--- config.mk ---
export PLATFORM = sky130hd
export DESIGN_NAME = branch_resolve_queue
export DESIGN_NICKNAME = d
export VERILOG_FILES = /design/src/rtl/branch_resolve_queue_pkg.sv /design/src/rtl/branch_resolve_queue_pick.sv /design/src/rtl/branch_resolve_queue.sv
export SDC_FILE = /design/constraint.sdc
export NUM_CORES = 1
export LEC_CHECK = 0
export CORE_MARGIN = 2
export CORE_UTILIZATION = 39
export CTS_BUF_LIST = sky130_fd_sc_hd__clkbuf_4
export DETAILED_ROUTE_END_ITERATION = 6
export SETUP_SLACK_MARGIN = 0.3
export SLEW_MARGIN = 20
export SYNTH_ARGS = -nofsm -noshare
export SYNTH_HDL_FRONTEND = slang
export SYNTH_SLANG_ARGS = --single-unit
--- constraint.sdc ---
create_clock -name clock -period 14.02 [get_ports clock]
set_input_delay 1.402 -clock clock [delete_from_list [all_inputs] [get_ports clock]]
set_output_delay 1.402 -clock clock [all_outputs]
set_load 0.02 [all_outputs]
--- src/rtl/branch_resolve_queue_pkg.sv ---
// Shared types for the branch resolution queue: resolution packet, queue entry, sizing constants.
`ifndef B_MASK_WIDTH
`define B_MASK_WIDTH 8
`endif

package branch_resolve_queue_pkg;
  localparam int B_MASK_W  = `B_MASK_WIDTH;
  localparam int BR_FU     = 2;
  localparam int BRQ_DEPTH = 4;

  typedef logic [B_MASK_W-1:0] B_MASK;

  typedef struct packed {
    B_MASK       b_mm;
    logic        bm_mispred;
    logic [31:0] result;
    logic        taken;
  } BRANCH_REG_PACKET;

  typedef struct packed {
    logic             valid;
    BRANCH_REG_PACKET packet;
    B_MASK            dep_mask;
  } BRQ_ENTRY;
endpackage

--- src/rtl/branch_resolve_queue_pick.sv ---
// Combinational picker: oldest mispredict first (by dep_mask), else lowest index.
module brq_pick import branch_resolve_queue_pkg::*; #(
  parameter int N = 6
) (
  input  logic [N-1:0]  cand_vld_i,
  input  logic [N-1:0]  cand_mp_i,
  input  B_MASK [N-1:0] cand_bmm_i,
  input  B_MASK [N-1:0] cand_dep_i,
  output logic [N-1:0]  sel_o
);
  logic [N-1:0] mp_vld, oldest, req;
  B_MASK        mp_tags;

  always_comb begin
    mp_vld  = cand_vld_i & cand_mp_i;
    mp_tags = '0;
    for (int i = 0; i < N; i++)
      if (mp_vld[i]) mp_tags = mp_tags | cand_bmm_i[i];
    // A mispredict is oldest when it depends on no other live mispredict.
    for (int i = 0; i < N; i++)
      oldest[i] = mp_vld[i] && ((cand_dep_i[i] & mp_tags & ~cand_bmm_i[i]) == '0);
    if (|oldest)      req = oldest;
    else if (|mp_vld) req = mp_vld;
    else              req = cand_vld_i;
    sel_o = req & (-req);
  end
endmodule

--- src/rtl/branch_resolve_queue.sv ---
// Branch resolution queue: buffers execute resolutions, issues one per cycle, mispredicts first.
module branch_resolve_queue import branch_resolve_queue_pkg::*; #(
  parameter int BR_FU        = branch_resolve_queue_pkg::BR_FU,
  parameter int DEPTH        = BRQ_DEPTH,
  parameter int B_MASK_WIDTH = `B_MASK_WIDTH,
  parameter bit HS_CHECK     = 1'b1
) (
  input  logic                                clock,
  input  logic                                reset,
  input  logic [BR_FU-1:0]                    br_valid,
  input  BRANCH_REG_PACKET [BR_FU-1:0]        br_packet,
  input  logic [BR_FU-1:0][B_MASK_WIDTH-1:0]  br_dep_mask,
  output logic                                br_ready,
  output logic                                brq_out_valid,
  output BRANCH_REG_PACKET                    branch_completing,
  output logic [$clog2(DEPTH+1)-1:0]          brq_count
);
  localparam int N  = DEPTH + BR_FU;
  localparam int CW = $clog2(DEPTH+1);

  BRQ_ENTRY [DEPTH-1:0] ent_q, ent_d;
  BRANCH_REG_PACKET     out_q, out_d;
  logic                 out_vld_q, out_vld_d;
  logic [CW-1:0]        cnt_q, cnt_d;

  B_MASK                     kill_m, clr_m;
  logic [N-1:0]              c_vld, c_mp, sel;
  B_MASK [N-1:0]             c_bmm, c_dep;
  BRANCH_REG_PACKET [N-1:0]  c_pkt;
  logic                      placed;

  assign br_ready = (DEPTH - int'(cnt_q)) >= BR_FU;

  // Kill/clear use the resolution the branch stack consumes this same cycle.
  always_comb begin
    kill_m = out_q.bm_mispred ? out_q.b_mm : '0;
    clr_m  = out_q.b_mm;
    for (int q = 0; q < DEPTH; q++) begin
      c_vld[q] = ent_q[q].valid && ((ent_q[q].dep_mask & kill_m) == '0);
      c_pkt[q] = ent_q[q].packet;
      c_dep[q] = ent_q[q].dep_mask & ~clr_m;
      c_mp[q]  = ent_q[q].packet.bm_mispred;
      c_bmm[q] = ent_q[q].packet.b_mm;
    end
    for (int l = 0; l < BR_FU; l++) begin
      c_vld[DEPTH+l] = br_valid[l] && br_ready && ((br_dep_mask[l] & kill_m) == '0);
      c_pkt[DEPTH+l] = br_packet[l];
      c_dep[DEPTH+l] = br_dep_mask[l] & ~clr_m;
      c_mp[DEPTH+l]  = br_packet[l].bm_mispred;
      c_bmm[DEPTH+l] = br_packet[l].b_mm;
    end
  end

  brq_pick #(.N(N)) u_pick (
    .cand_vld_i (c_vld),
    .cand_mp_i  (c_mp),
    .cand_bmm_i (c_bmm),
    .cand_dep_i (c_dep),
    .sel_o      (sel)
  );

  always_comb begin
    out_d     = '0;
    out_vld_d = |sel;
    placed    = 1'b0;
    for (int i = 0; i < N; i++)
      if (sel[i]) out_d = c_pkt[i];
    for (int q = 0; q < DEPTH; q++) begin
      ent_d[q] = '0;
      if (c_vld[q] && !sel[q])
        ent_d[q] = '{valid: 1'b1, packet: c_pkt[q], dep_mask: c_dep[q]};
    end
    // Slots freed by this cycle's pick are reusable immediately.
    for (int l = 0; l < BR_FU; l++) begin
      placed = 1'b0;
      if (c_vld[DEPTH+l] && !sel[DEPTH+l]) begin
        for (int q = 0; q < DEPTH; q++) begin
          if (!placed && !ent_d[q].valid) begin
            ent_d[q] = '{valid: 1'b1, packet: c_pkt[DEPTH+l], dep_mask: c_dep[DEPTH+l]};
            placed   = 1'b1;
          end
        end
      end
    end
    cnt_d = '0;
    for (int q = 0; q < DEPTH; q++)
      cnt_d = cnt_d + CW'(ent_d[q].valid);
  end

  always_ff @(posedge clock) begin
    if (reset) begin
      ent_q     <= '0;
      out_q     <= '0;
      out_vld_q <= 1'b0;
      cnt_q     <= '0;
    end else begin
      ent_q     <= ent_d;
      out_q     <= out_d;
      out_vld_q <= out_vld_d;
      cnt_q     <= cnt_d;
    end
  end

  assign brq_out_valid     = out_vld_q;
  assign branch_completing = out_q;
  assign brq_count         = cnt_q;

  if (HS_CHECK) begin : g_hs_chk
    always_ff @(posedge clock)
      if (!reset)
        assert (!(|br_valid) || br_ready)
          else $error("brq: br_valid asserted while br_ready=0");
  end
endmodule

==> flow_summary_export.csv <==
group,metric,value,unit
sta,timing.max_slew.rel_slack,23.4,%
clock_network,numCtsBuffers,72,
global_routing,grt_antenna_before_repair,2,
layout,fillers,3006,
clock_network,clk_transition_reported_paths,70,ps
layout,area.growth.synth_to_final,20.7,%
clock_network,clock_path_buffers,3,
power_and_ir_drop,comb_power_share,45.5,%
run_status,run_status,"complete, but fails checks",
run_status,failed_checks,"design-rule violations",
critical_path,required,14540,ps
sta,period_needed,7670,ps
die,floorplan.initialDensity,39.3,%
worst_hold_path,worstHoldPathType,"flip-flop to flip-flop",
sta,fmax,130,MHz
die,io_pins,151,
clock_network,holdBufCountCts,0,
routing,vias,13500,
sta,rsz0062_at_grt,"no",
synthesis,synth_top_cells_by_area,"dfxtp_1 (41%), a22oi_1 (10%), a222oi_1 (9.4%), nor2_1 (3.6%), clkbuf_1 (3.2%)",
die,total_die_area,0.0330,mm^2
sta,final-hold-violation-count,0,
sta,worst_pin_slew,1150,ps
critical_path,ff2ff_path_depth,18,
critical_path,critPathKind,"primary input to flip-flop",
global_routing,grt_pass1_vias,13100,
placed_design,dpl_wire_length,30600,um
synthesis,async_reset_ff_share,0,%
layout,post-route-util,47.4,%
synthesis,synthesis.area_per_instance,8.86,um^2
layout,final_cell_area,0.0149,mm^2
placed_design,preCtsSetupSlack,5810,ps
synthesis,post_synth_instance_area,0.0123,mm^2
global_routing,grt_start_max_net_pins,106,
clock_network,ctsHtreeMaxLevel,3,
layout,fin_cells,1938,
global_routing,grt_pass1_wl,79400,um
layout,layout.nets,1591,
clock_network,worstSkewPairLatency,710,ps
routing,vias_per_cell,6.94,
power_and_ir_drop,irDropWorstVdd,0.000122,V
sta,fin_crit_sh,54.7,%
sta,slew_viol_final,0,
routing,first_iter_violations,2063,
sta,fin_ws,6350,ps
power_and_ir_drop,sequentialPowerShare,32.6,%
sta,final_clock_skew,52.1,ps
synthesis,post-synth-top-area-fraction,40.7,%
critical_path,crit_path_end_kind,"flip-flop",
die,floorplan.rows,65,
clock_network,number_of_cells_upsized_or_downsized_after_cts,0,
critical_path,crit_path_start_kind,"primary input",
flow_run,maxCapViolations,0,
sta,setup_total_negative_slack,0,ps
placed_design,place_congestion,0.969,
synthesis,ys_seq_area_share,40.7,%
critical_path,arrival,8190,ps
synthesis,yosys_warnings,0,
power_and_ir_drop,share_clk_of_total_power,21.9,%
layout,drive_gt1_share,12.0,%
sta,final_layout_worst_hold_slack,496,ps
power_and_ir_drop,power_report.internal_total,1.73,mW
routing,dr.pass1.iters,7,
clock_network,cts_sinks,250,
die,design.core.area,0.0313,mm^2
synthesis,synth-edff-count,0,
clock_network,root_buffer_cell,"clkbuf_4",
power_and_ir_drop,power.static_leakage,4.70,nW
routing,routed_wire_length_per_instance,26.9,um
synthesis,synthesis.nets,1496,
synthesis,synth.distinct_cells,65,
global_routing,grt_remaining_overflow,0,
critical_path,path_max_fanout,27,
placed_design,place_area,0.0139,mm^2
clock_network,post_cts.repair.setup_buffers,0,
synthesis,synthDominantAreaCellType,"dfxtp_1",
routing,post-route-drc-count,2,
power_and_ir_drop,p_switching,1.48,mW
power_and_ir_drop,power_per_cell_area,216,mW/mm^2
synthesis,ys_ff_latch,250,
placed_design,numPortBuffers,150,
placed_design,placed_cells,1812,
die,dieHeight,182,um
power_and_ir_drop,post-layout-total-power,3.21,mW
worst_hold_path,hold_path_depth,2,
die,die_outline_width,182,um
routing,routed_wl,52100,um
clock_network,tritoncts,"done",
routing,final_antenna_net_count,0,
synthesis,post_synth_inst_count,1389,
sta,final-setup-viol-count,0,
synthesis,ys.flop_type,"dfxtp_1",
global_routing,grt_use_total,30.8,%
power_and_ir_drop,power.share.switching,46.1,%
[kinds of logic after synthesis]
| kind of cell | synth area share [%] |
|---|---|
| AOI/OAI and AO/OA | 34.2 |
| xor gates and xnor gates | 0.0712 |
| adders and majority gates | 0.366 |
| buffers and inverters | 6.00 |
| DFF | 40.7 |
| and+or+nand+nor | 18.7 |
[final timing paths]
path	slack, ps	from	endpoint
hold reg to reg	500	ent_q[5]$_SDFF_PP0_	ent_q[5]$_SDFF_PP0_
hold / removal	500	ent_q[5]$_SDFF_PP0_	ent_q[5]$_SDFF_PP0_
setup / recovery	6350	br_dep_mask[13]	brq_count[1]$_SDFF_PP0_
setup reg to reg	7030	clr_m[3]$_SDFF_PP0_	brq_count[1]$_SDFF_PP0_
[cells in the final DEF (no fill, tap or decap), types with 17 or more instances in the layout]
cell	netlist	layout
a22oi_1	171	171
nor2_1	119	116
a222oi_1	115	115
a221oi_1	18	18
a21oi_1	56	56
nor3_1	22	21
buf_4	10	26
a31oi_1	52	52
clkbuf_4	0	100
o22ai_1	51	51
nand3_1	59	59
nand2b_1	20	19
dfxtp_1	250	250
nand4b_1	42	42
nor3b_1	17	17
clkdlybuf4s50_1	0	149
nand2_1	66	66
[critical path, cell delays in order]
cell and delay [ps]:
clkdlybuf4s50_1 550, a22oi_1 270, a41oi_2 270, nor2_1 620, a22oi_1 190, a31o_2 280, o311ai_0 370, nor4_2 170
nor3_2 300, a21o_1 940, buf_4 460, or2_2 700, nor2_1 120, a31oi_1 230, o21ai_0 150, fa_1 510
ha_1 210, ha_1 280, nor2b_1 130
[registers in the layout, indices dropped and copies added, names as in the netlist]
| signal | count |
|---|---|
| ent_q | 36 |
| brq_out_valid | 1 |
| c_mp | 4 |
| c_pkt | 132 |
| brq_count | 3 |
| clr_m | 8 |
| branch_completing | 34 |
| c_bmm | 32 |
[power by group through the flow]
stage	Combinational [mW]	Clock (mW)	Sequential [mW]
after floorplan	0.860	0	1.04
after global placement	1.41	0	1.05
after detailed placement	1.42	0	1.05
after CTS	1.43	0.715	1.04
after global routing	1.55	0.759	1.06
final	1.46	0.704	1.05
[layer usage]
metal / GRT usage [%] / wire length (um) / share of wire, % / up-vias
li1: - / - / - / 5832
met5: 0 / 13 / 0.025 / -
met3: 6.06 / 5650 / 11 / 131
met4: 11.8 / 1460 / 2.8 / 2
met2: 47.4 / 23000 / 44 / 958
met1: 42.6 / 22000 / 42 / 6536
[cell usage after synthesis (2+ instances only)]
cell,count
a2111o_1,2
a21oi_1,56
a21oi_2,2
a221oi_1,18
a222oi_1,115
a22o_1,10
a22oi_1,171
a31o_2,6
a31oi_1,52
and2_1,3
and3_1,5
and4_1,13
buf_2,38
buf_4,10
clkbuf_1,105
dfxtp_1,250
ha_1,2
inv_1,16
nand2_1,66
nand2b_1,20
nand3_1,59
nand4_1,8
nand4b_1,42
nor2_1,119
nor2b_1,9
nor3_1,22
nor3_2,3
nor3_4,2
nor3b_1,17
nor4_1,2
nor4_2,4
nor4_4,2
o2111ai_1,3
o211ai_1,6
o21a_1,6
o21ai_0,16
o21bai_1,6
o221ai_1,2
o22ai_1,51
o311ai_0,2
o31ai_1,6
o32ai_1,7
or2_2,9
or4_1,5
[cell type report]
type | count | area, um^2 | area share, %
Clock buffer | 100 | 751 | 5.05
Multi-Input combinational cell | 967 | 6670 | 44.9
Tap cell | 402 | 503 | 3.39
Inverter | 17 | 63.8 | 0.430
Timing Repair Buffer | 176 | 1700 | 11.4
Antenna cell | 2 | 5.00 | 0.0337
Clock inverter | 24 | 160 | 1.08
Sequential cell | 250 | 5000 | 33.7
Power figures use the tool's default switching activity.
